[config.mk]
export PLATFORM = sky130hd
export DESIGN_NAME = bsk_com_filter_flat
export DESIGN_NICKNAME = d
export VERILOG_FILES = /design/src/rtl/bsk_com_filter_if.sv /design/src/rtl/bsk_com_filter.sv /design/src/flat_wrapper.sv
export SDC_FILE = /design/constraint.sdc
export NUM_CORES = 1
export LEC_CHECK = 0
export CAP_MARGIN = 20
export CORE_ASPECT_RATIO = 0.7
export CORE_MARGIN = 8
export CORE_UTILIZATION = 46
export CTS_CLUSTER_DIAMETER = 60
export CTS_CLUSTER_SIZE = 10
export DETAILED_ROUTE_END_ITERATION = 12
export PLACE_DENSITY = 0.77
export REMOVE_ABC_BUFFERS = 1
export SETUP_SLACK_MARGIN = 0.4
export SLEW_MARGIN = 20
export SYNTH_ARGS = -nofsm -noshare
export SYNTH_HDL_FRONTEND = slang
export SYNTH_SLANG_ARGS = --single-unit
[constraint.sdc]
create_clock -name clk -period 1.9 [get_ports clk]
set_clock_uncertainty 0.05 [all_clocks]
set_input_delay 0.19 -clock clk [delete_from_list [all_inputs] [get_ports clk]]
set_output_delay 0.19 -clock clk [all_outputs]
set_load 0.01 [all_outputs]
[src/rtl/bsk_com_filter_if.sv]
// Command filter bus: raw optocoupler lines in, debounced commands out.
interface bsk_com_filter_if;
  logic [15:0] iComRaw;
  logic        iHold;
  logic [15:0] oCom;
  logic        oUpd;
  logic        oTick;

  modport master (
    output iComRaw,
    output iHold,
    input  oCom,
    input  oUpd,
    input  oTick
  );

  modport slave (
    input  iComRaw,
    input  iHold,
    output oCom,
    output oUpd,
    output oTick
  );
endinterface

[src/rtl/bsk_com_filter.sv]
// 16-channel command debouncer: 2-flop sync, tick prescaler and
// per-channel consecutive-tick counters.
module bsk_com_filter #(
  parameter int unsigned CLOCK_IN   = 4_000_000,
  parameter int unsigned TICK_DIV   = 4000,
  parameter int unsigned FILTER_LEN = 5,
  parameter bit          INV        = 1'b1
) (
  input  logic             clk,
  input  logic             iRes,
  bsk_com_filter_if.slave  bus
);

  localparam int PW = $clog2(TICK_DIV);
  localparam int CW = $clog2(FILTER_LEN + 1);
  localparam logic [PW-1:0] PMAX = PW'(TICK_DIV - 1);
  localparam logic [CW-1:0] CMAX = CW'(FILTER_LEN - 1);

  if (TICK_DIV < 2 || FILTER_LEN < 1 || CLOCK_IN < TICK_DIV) begin : g_bad_param
    $error("bsk_com_filter: illegal parameter set");
  end

  logic [15:0]   s1;
  logic [15:0]   s2;
  logic [PW-1:0] presc;
  logic          tick;
  logic [CW-1:0] cnt     [16];
  logic [CW-1:0] cnt_nxt [16];
  logic [15:0]   com_nxt;
  logic          upd_nxt;

  assign tick      = (presc == PMAX);
  assign bus.oTick = tick && !iRes;

  always_comb begin
    com_nxt = bus.oCom;
    for (int i = 0; i < 16; i++) cnt_nxt[i] = cnt[i];
    // Counters only move on an unfrozen tick; agreement restarts the run
    if (tick && !bus.iHold) begin
      for (int i = 0; i < 16; i++) begin
        if (s2[i] == bus.oCom[i]) begin
          cnt_nxt[i] = '0;
        end else if (cnt[i] == CMAX) begin
          com_nxt[i] = s2[i];
          cnt_nxt[i] = '0;
        end else begin
          cnt_nxt[i] = cnt[i] + 1'b1;
        end
      end
    end
    upd_nxt = |(com_nxt ^ bus.oCom);
  end

  always_ff @(posedge clk) begin
    if (iRes) begin
      s1       <= '0;
      s2       <= '0;
      presc    <= '0;
      bus.oCom <= '0;
      bus.oUpd <= 1'b0;
      for (int i = 0; i < 16; i++) cnt[i] <= '0;
    end else begin
      s1       <= bus.iComRaw ^ {16{INV}};
      s2       <= s1;
      presc    <= tick ? '0 : presc + 1'b1;
      bus.oCom <= com_nxt;
      bus.oUpd <= upd_nxt;
      for (int i = 0; i < 16; i++) cnt[i] <= cnt_nxt[i];
    end
  end

endmodule

[src/flat_wrapper.sv]
// flat-port wrapper written by rule: the top's interface ports become plain ports
module bsk_com_filter_flat 
#(
  parameter int unsigned CLOCK_IN   = 4_000_000,
  parameter int unsigned TICK_DIV   = 4000,
  parameter int unsigned FILTER_LEN = 5,
  parameter bit          INV        = 1'b1
)
  (clk, iRes, bus_iComRaw, bus_iHold, bus_oCom, bus_oUpd, bus_oTick);
  bsk_com_filter_if bus_i ();
  input  logic clk;
  input  logic iRes;
  input wire logic [$bits(bus_i.iComRaw)-1:0] bus_iComRaw;
  input wire logic [$bits(bus_i.iHold)-1:0] bus_iHold;
  output wire logic [$bits(bus_i.oCom)-1:0] bus_oCom;
  output wire logic [$bits(bus_i.oUpd)-1:0] bus_oUpd;
  output wire logic [$bits(bus_i.oTick)-1:0] bus_oTick;
  assign bus_i.iComRaw = bus_iComRaw;
  assign bus_i.iHold = bus_iHold;
  assign bus_oCom = bus_i.oCom;
  assign bus_oUpd = bus_i.oUpd;
  assign bus_oTick = bus_i.oTick;
  bsk_com_filter #(.CLOCK_IN(CLOCK_IN), .TICK_DIV(TICK_DIV), .FILTER_LEN(FILTER_LEN), .INV(INV)) u_core (.clk(clk), .iRes(iRes), .bus(bus_i));
endmodule
# Word-level counts from Yosys, hierarchy flattened
# Memories as Yosys holds them, arrays and structs flattened.
# Cells that the tools add are included.
op_classes:
  n_addsub: 17
  multipliers: 0
  n_div: 0
  n_lt_le_gt_ge: 0
  eq_ne: 33
  shift: 0
  muxes: 85
  bitwise_logic: 18
  n_reduce_logical: 6
op_table:
  columns: ["operator", "n"]
  rows:
  - ["$mux W3", 48]
  - ["$add A3 B1 Y3 const B", 16]
  - ["$eq A3 B3 Y1 const B", 16]
  - ["$mux W48", 1]
  - ["$mux W1", 35]
  - ["$eq A1 B1 Y1", 16]
  - ["$mux W16", 1]
  - ["$not A16 Y16", 1]
  - ["$or A1 B1 Y1", 16]
  - ["$reduce_or A16 Y1", 1]
  - ["$xor A16 B16 Y16", 1]
  - ["$add A12 B1 Y12 const B", 1]
  - ["$eq A12 B12 Y1 const B", 1]
  - ["$logic_and A1 B1 Y1", 2]
  - ["$logic_not A1 Y1", 2]
  - ["$reduce_or A2 Y1", 1]
word_totals:
  reg_bits: 61
  latchBits: 0
  ram_bits: 48
  romBits: 0
  input_bits: 19
  out_inout_bits: 18
  word_cells: 165
  memories: 1
memory_table:
  columns: ["name", "words", "width", "read_ports", "rd_ports_with_merged_regs", "wr", "line", "source"]
  rows:
  - ["u_core.cnt", 16, 3, 16, 0, 16, "bsk_com_filter.sv:27", "logic [CW-1:0] cnt [16];"]

# Depth between registers and ports, before layout
# Gate-level depths: netlist (run 1).
logic_depth:
  ltp_word: 6
  mapped_depth: 7
  mapped_depth_nobuf: 6

# Least setup slack after synthesis (run 1)
# No wires, ideal clock.
synth_timing:
  path_kind: "register to register"
  from: "reg u_core.presc[0]"
  to: "reg u_core.bus.oCom[13]"
  setup_ns: 0.132
  arrival_time_ns: 1.762
  t_required_ns: 1.718
  setup_slack_ns: -0.044
  stages_incl_launch_ff: 8
  synth_period_minus_slack_ns: 1.944
  cell_sequence: "dfxtp_1 > ha_1 > nand4_4 > or4_1 > buf_2 > buf_6 > o21ai_2 > a21oi_1"
synth_via:
  elab_chain_len: 3
synth_rtl:
  columns: ["item", "line", "source"]
  rows:
  - ["from (decl)", "bsk_com_filter.sv:25", "logic [PW-1:0] presc;"]
  - ["from (signal assigned)", "bsk_com_filter.sv:65", "presc <= tick ? '0 : presc + 1'b1;"]
  - ["$eq A12 B12 Y1", "bsk_com_filter.sv:32", "assign tick = (presc == PMAX);"]
  - ["$logic_and A1 B1 Y1", "bsk_com_filter.sv:39", "if (tick && !bus.iHold) begin"]
  - ["$mux W16", "bsk_com_filter.sv:39", null]
  - ["to (signal assigned)", "bsk_com_filter.sv:66", "bus.oCom <= com_nxt;"]
  - ["to (decl)", "bsk_com_filter_if.sv:20", "output oCom,"]
# No other way between the ends.
# A chain may end at the register's enable or synchronous reset.

==> results of run 1 <==
==> placed cells by master, fill, tap and decap left out, types with 17 or more instances in the layout <==
cell type	n
nand2_2	17
clkdlybuf4s50_1	18
inv_1	32
nand4_1	31
nor2_1	28
nand3_1	23
nand2_1	27
a21oi_1	61
ha_1	26
dfxtp_2	25
buf_4	37
dfxtp_1	81
==> cell families (layout without fill, tap and decap cells) <==
family | after synthesis | count (layout) | synth area share [%]
and+or+nand+nor | 197 | 197 | 22.13
adders and majority gates | 33 | 33 | 8.472
DFF | 109 | 109 | 44.78
buffers and inverters | 60 | 143 | 5.417
AOI/OAI and AO/OA | 113 | 113 | 12.91
xor gates and xnor gates | 35 | 35 | 6.290
==> metal layers <==
layer  up-vias  global-route usage (%)
met4         0                   7.137
li1       2066                       -
met2       211                   31.13
met3        51                   5.180
met1      2165                   18.77
met5         -                       0
==> registers in the layout (all words and copies together) (netlist names) <==
| signal | flops |
|---|---|
| u_core.bus.oCom | 16 |
| u_core.cnt | 48 |
| u_core.presc | 12 |
| u_core.s1 | 16 |
| u_core.s2 | 16 |
| u_core.bus.oUpd | 1 |
==> report_power, final <==
part           internal, uW  switching [uW]  leakage, uW
combinational          82.1            88.3      0.00141
clock                   943             878     0.000142
sequential             2320            24.7     0.000900
total                  3340             991      0.00245
==> per-stage QoR <==
step | TNS [ns] | util (%) | setup WS (ns) | total power [uW]
CTS | 0 | 59.53 | 0.01818 | 4338
detailed placement | -5.230 | 53.38 | -0.1746 | 2545
global placement | -2.876 | 53.38 | -0.1360 | 2539
finish | -0.4792 | 63.51 | -0.03992 | 4332
floorplan | -74.37 | - | -1.430 | 2445
global route | -2.753 | 63.51 | -0.08837 | 4470
==> worst register-to-register path, cell delays in order, from the launching register on <==
cell and delay (ns):
dfxtp_2 0.36, ha_4 0.15, nand4_4 0.11, or4_4 0.61
buf_8 0.19, clkbuf_16 0.17, nand2_1 0.08, a21oi_1 0.09
==> worst paths after layout <==
| check | depth (start not counted) | endpoint | slack (ns) | startpoint |
|---|---|---|---|---|
| hold / removal | 3 | u_core.s1[4] | 0.28 | iRes |
| hold reg to reg | 1 | u_core.s2[0] | 0.39 | u_core.s1[0] |
| setup / recovery | 7 | u_core.cnt[1][1] | -0.04 | u_core.presc[1] |
| setup reg to reg | 7 | u_core.cnt[1][1] | -0.04 | u_core.presc[1] |
==> layout make-up <==
cell class | count | share of cell area (%)
clock buffer | 11 | 3.704
sequential | 109 | 33.95
clock inverter | 5 | 0.6492
timing repair buffer | 91 | 14.84
inverter | 36 | 2.062
tap | 132 | 2.521
multi-input combinational | 378 | 42.28
==> timing repair <==
| item | 4_1_cts | 5_1_grt |
|---|---|---|
| setup endpoints to repair | 91 | 76 |
| resized for setup | 75 | 74 |
| pin swaps | 15 | 50 |
| cloned | 5 | 4 |
| buffers inserted | 12 | 8 |
==> flow_summary.json, run 1 <==
{
  "maxSlewViolCount": 0,
  "end_kind": "flip-flop",
  "clock_sinks": 109,
  "cts_tree": "done",
  "grt_usage_pct": 17.19,
  "synth_ff_type": "dfxtp_1",
  "synth_top_cells_by_count": "dfxtp_1 (109), a21oi_1 (68), nand2_1 (52), inv_1 (36), ha_1 (33)",
  "synth.distinct_cells": 37,
  "violations": "negative setup slack",
  "area_delta_synth_final_pct": 34.45,
  "synth_cells": 547,
  "antennaDiodeCount": 0,
  "wl_met3_microns": 1063,
  "p_leak_uw": 0.002454,
  "gp_congestion": 0.7634,
  "synth_edf_count": 0,
  "cp-start-kind": "flip-flop",
  "grt_pass1_vias": 4105,
  "dieArea_sq_um": 14200,
  "worstPathArrival_ns": 2.11,
  "setup_viol_count_final": 25,
  "hp-class": "input pin to flip-flop",
  "htreeDepth": 3,
  "clk_path_buf_depth": 2,
  "placed_area_sq_um": 5508,
  "slowest_stage": "or4_4",
  "drv_cap": 0,
  "die-width_microns": 139.0,
  "crit_family": "simple AND/OR/NAND/NOR gates",
  "routed.top_layer": "met4",
  "cts-buffers-inserted": 9,
  "period_share_pct": 102.1,
  "vias": 4493,
  "io_pins": 37,
  "synth_top_cells_by_area": "dfxtp_1 (45%), ha_1 (8.5%), a21oi_1 (7.0%), nand2_1 (4.0%), nand4_1 (4.0%)",
  "cp_data_required_time_ns": 2.07,
  "rows": 31,
  "layout.nets": 677,
  "cts_root_buf": "clkbuf_16",
  "clock.fmax_mhz": 515.5,
  "core_sq_um": 10320,
  "first_pass_iters": 7,
  "async_flop_share_pct": 0,
  "worst_pin_slew_ns": 0.4977,
  "min_period_ns": 1.940,
  "hold_viol_final": 0,
  "worstSkewPairLatency_ns": 0.36,
  "initial_utilization_pct": 47.24,
  "critical_path_buf_inv_count": 2,
  "grt_max_degree": 100,
  "p_per_area_nw_per_um2": 661.1,
  "synth.top_cell.area_share_pct": 44.78,
  "clk_pin_slew_ns": 0.08,
  "postCtsHoldBufs": 0,
  "overflow": 0,
  "instances_no_fill": 762,
  "rsz0062_at_grt": "true",
  "wl_microns": 14310,
  "final_area_sq_um": 6553,
  "dp_hpwl_microns": 7042,
  "drive_gt1_share_pct": 29.05,
  "path_cells": "ha_4 -> nand4_4 -> or4_4 -> buf_8 -> clkbuf_16 -> nand2_1 -> a21oi_1",
  "yosysTopAreaCell": "dfxtp_1",
  "yosysSeqAreaShare_pct": 44.78,
  "post_drt_wl_per_cell_microns": 18.78,
  "cp_max_fo": 8,
  "wl_met1_microns": 5649,
  "drc": 0,
  "wl_met2_microns": 7065,
  "dp_cells": 717,
  "synth.most_common_cell": "dfxtp_1",
  "peakVddDrop_mv": 0.4533,
  "avgSynthCellArea_sq_um": 8.909,
  "vias_per_cell": 5.896,
  "relSlewSlack_pct": 66.82,
  "holdWs_ns": 0.2837,
  "die_h_microns": 102.1,
  "seqCellArea_sq_um": 2225,
  "first_iter_violations": 387,
  "worst-setup-path-type": "flip-flop to flip-flop",
  "fin_ws_ns": -0.03992,
  "cp_slowest_stage_delay_ns": 0.61,
  "status": "complete, but fails checks",
  "grt_pass1_wl_microns": 19660,
  "synth_area_sq_um": 4873,
  "portBuffers": 36,
  "detail-route-antenna-nets": 0,
  "multi_input_area_sq_um": 2770,
  "yosysWarnings": 0,
  "antenna_found_initial": 0,
  "final.fill_count": 765,
  "ys_ff_latch": 109
}
Note: power is estimated with default switching activity, not from simulation.
==> inputs of run 2 (changes only) <==
Settings changed: CTS_CLUSTER_SIZE 10 to 20, GPL_TIMING_DRIVEN from default to 0.
==> run 2 against run 1 <==
The run still ends with negative setup slack left. Hold slack got worse by 0.13 ns. Critical path depth fell by 2. Critical endpoint is now u_core.cnt[1][20]. Die area did not move. Sequential power barely moved. Combinational power fell by 3%. Final cell count fell by 0.66%. Global-route usage rose by 0.77 points.
==> flow_summary.json, run 2 (same netlist as run 1, synthesis figures left out) <==
{
  "status": "complete, but fails checks",
  "violations": "negative setup slack",
  "setup_viol_count_final": 56,
  "final_common_cell": "dfxtp_1",
  "portBuffers": 36,
  "first_pass_iters": 5,
  "peakVddDrop_mv": 0.5739,
  "die_h_microns": 102.1,
  "cp_slowest_stage_delay_ns": 0.56,
  "hold_viol_final": 0,
  "drive_gt1_share_pct": 28.16,
  "vias_per_cell": 5.972,
  "final_area_sq_um": 6486,
  "postCtsHoldBufs": 0,
  "dp_hpwl_microns": 6986,
  "vias": 4521,
  "critical_path_buf_inv_count": 1,
  "core_sq_um": 10320,
  "relSlewSlack_pct": 59.77,
  "htreeDepth": 3,
  "cp_max_fo": 8,
  "rows": 31,
  "period_share_pct": 106.2,
  "cts_root_buf": "clkbuf_16",
  "worstPathArrival_ns": 2.20,
  "clk_path_buf_depth": 2,
  "worst_pin_slew_ns": 0.6025,
  "area_delta_synth_final_pct": 33.09,
  "final.fill_count": 749,
  "grt_pass1_vias": 4285,
  "cp_data_required_time_ns": 2.08,
  "wl_microns": 14520,
  "rsz0062_at_grt": "true",
  "regMostFlops": "u_core.cnt",
  "crit_family": "simple AND/OR/NAND/NOR gates",
  "antennaDiodeCount": 0,
  "path_cells": "or3b_4 -> buf_6 -> or4_4 -> o21ai_1 -> a21oi_1",
  "detail-route-antenna-nets": 0,
  "hp-class": "input pin to flip-flop",
  "clock_sinks": 109,
  "min_period_ns": 2.018,
  "cts_tree": "done",
  "worstSkewPairLatency_ns": 0.35,
  "io_pins": 37,
  "clock.fmax_mhz": 495.5,
  "critPathLaunch": "u_core.presc[5]",
  "overflow": 0,
  "end_kind": "flip-flop",
  "dieArea_sq_um": 14200,
  "min_from": "iRes",
  "mostFrequentLayoutCells": "dfxtp_1 (83), a21oi_1 (61), nand2_1 (37)",
  "cp-start-kind": "flip-flop",
  "antenna_found_initial": 0,
  "grt_max_degree": 75,
  "p_per_area_nw_per_um2": 704.5,
  "layout.nets": 672,
  "post_drt_wl_per_cell_microns": 19.18,
  "largest_reg_flops": 48,
  "clk_pin_slew_ns": 0.07,
  "drc": 0,
  "placed_area_sq_um": 5338,
  "cts-buffers-inserted": 9,
  "drv_cap": 0,
  "gp_congestion": 0.7750,
  "die-width_microns": 139.0,
  "worst-setup-path-type": "flip-flop to flip-flop",
  "grt_pass1_wl_microns": 20690,
  "rr_startpoint": "u_core.presc[5]",
  "maxSlewViolCount": 0,
  "holdWs_ns": 0.1544,
  "first_iter_violations": 429,
  "slowest_stage": "or4_4",
  "grt_usage_pct": 17.96,
  "p_leak_uw": 0.002404,
  "initial_utilization_pct": 47.24,
  "fin_ws_ns": -0.1180
}
run 2: cell count changes in the layout (fill, tap and decap cells not counted), sizes merged:
cell | previous run | this run
buf | 54 | 44
or4 | 2 | 8
bufinv | 0 | 2
clkdlybuf4s50 | 18 | 16
dlymetal6s2s | 0 | 2
inv | 38 | 36
clkinv | 3 | 2
run 2: area by class of cell:
type                            count  area, sq um  area share, %
Clock buffer                       12        256.5          3.954
Clock inverter                      4        70.07          1.080
Inverter                           36        135.1          2.083
Multi-Input combinational cell    384         2813          43.36
Sequential cell                   109         2220          34.22
Tap cell                          132        165.2          2.546
Timing Repair Buffer               80        827.0          12.75
run 2: report_power, final:
| part | internal (uW) | switching [uW] | leakage (uW) |
|---|---|---|---|
| registers | 2320 | 24.6 | 0.000899 |
| logic | 76.1 | 89.1 | 0.00134 |
| clock network | 1220 | 838 | 0.000163 |
run 2: layer usage:
metal / vias up / part of all wire [%] / routed length, microns / track usage (%)
met5: - / 0 / 0 / 0
met2: 239 / 49 / 7173 / 32.87
li1: 2066 / - / - / -
met3: 55 / 6.8 / 983 / 4.060
met1: 2161 / 40 / 5759 / 19.86
met4: 0 / 4.1 / 599 / 8.312
run 2: final timing paths:
check	endpoint	slack [ns]	cells past startpoint
worst min register to register	u_core.s2[13]	0.39	1
worst min-delay path	u_core.s1[4]	0.15	2
worst max register to register	u_core.cnt[1][20]	-0.12	5
worst max-delay path	u_core.cnt[1][20]	-0.12	5
run 2: timing repair:
action                     4_1_cts  5_1_grt
setup endpoints to repair       92       77
buffers inserted                19       18
resized for setup               94       50
gates cloned                     7        2
pin swaps                       76       39
hold endpoints to repair         0        0
run 2: metrics by stage:
stage                     utilization [%]  instances  power [uW]  TNS (ns)  setup WS, ns
after floorplan                         -        523        2445    -74.37        -1.430
after global placement              51.08        691        2529   -234.42        -2.834
after detailed placement            51.73        695        2539    -24.67       -0.5075
after CTS                           59.18        737        4569   -0.1132      -0.01681
after global routing                62.87        757        4699    -5.552       -0.2225
final                               62.87        757        4570    -2.390       -0.1180
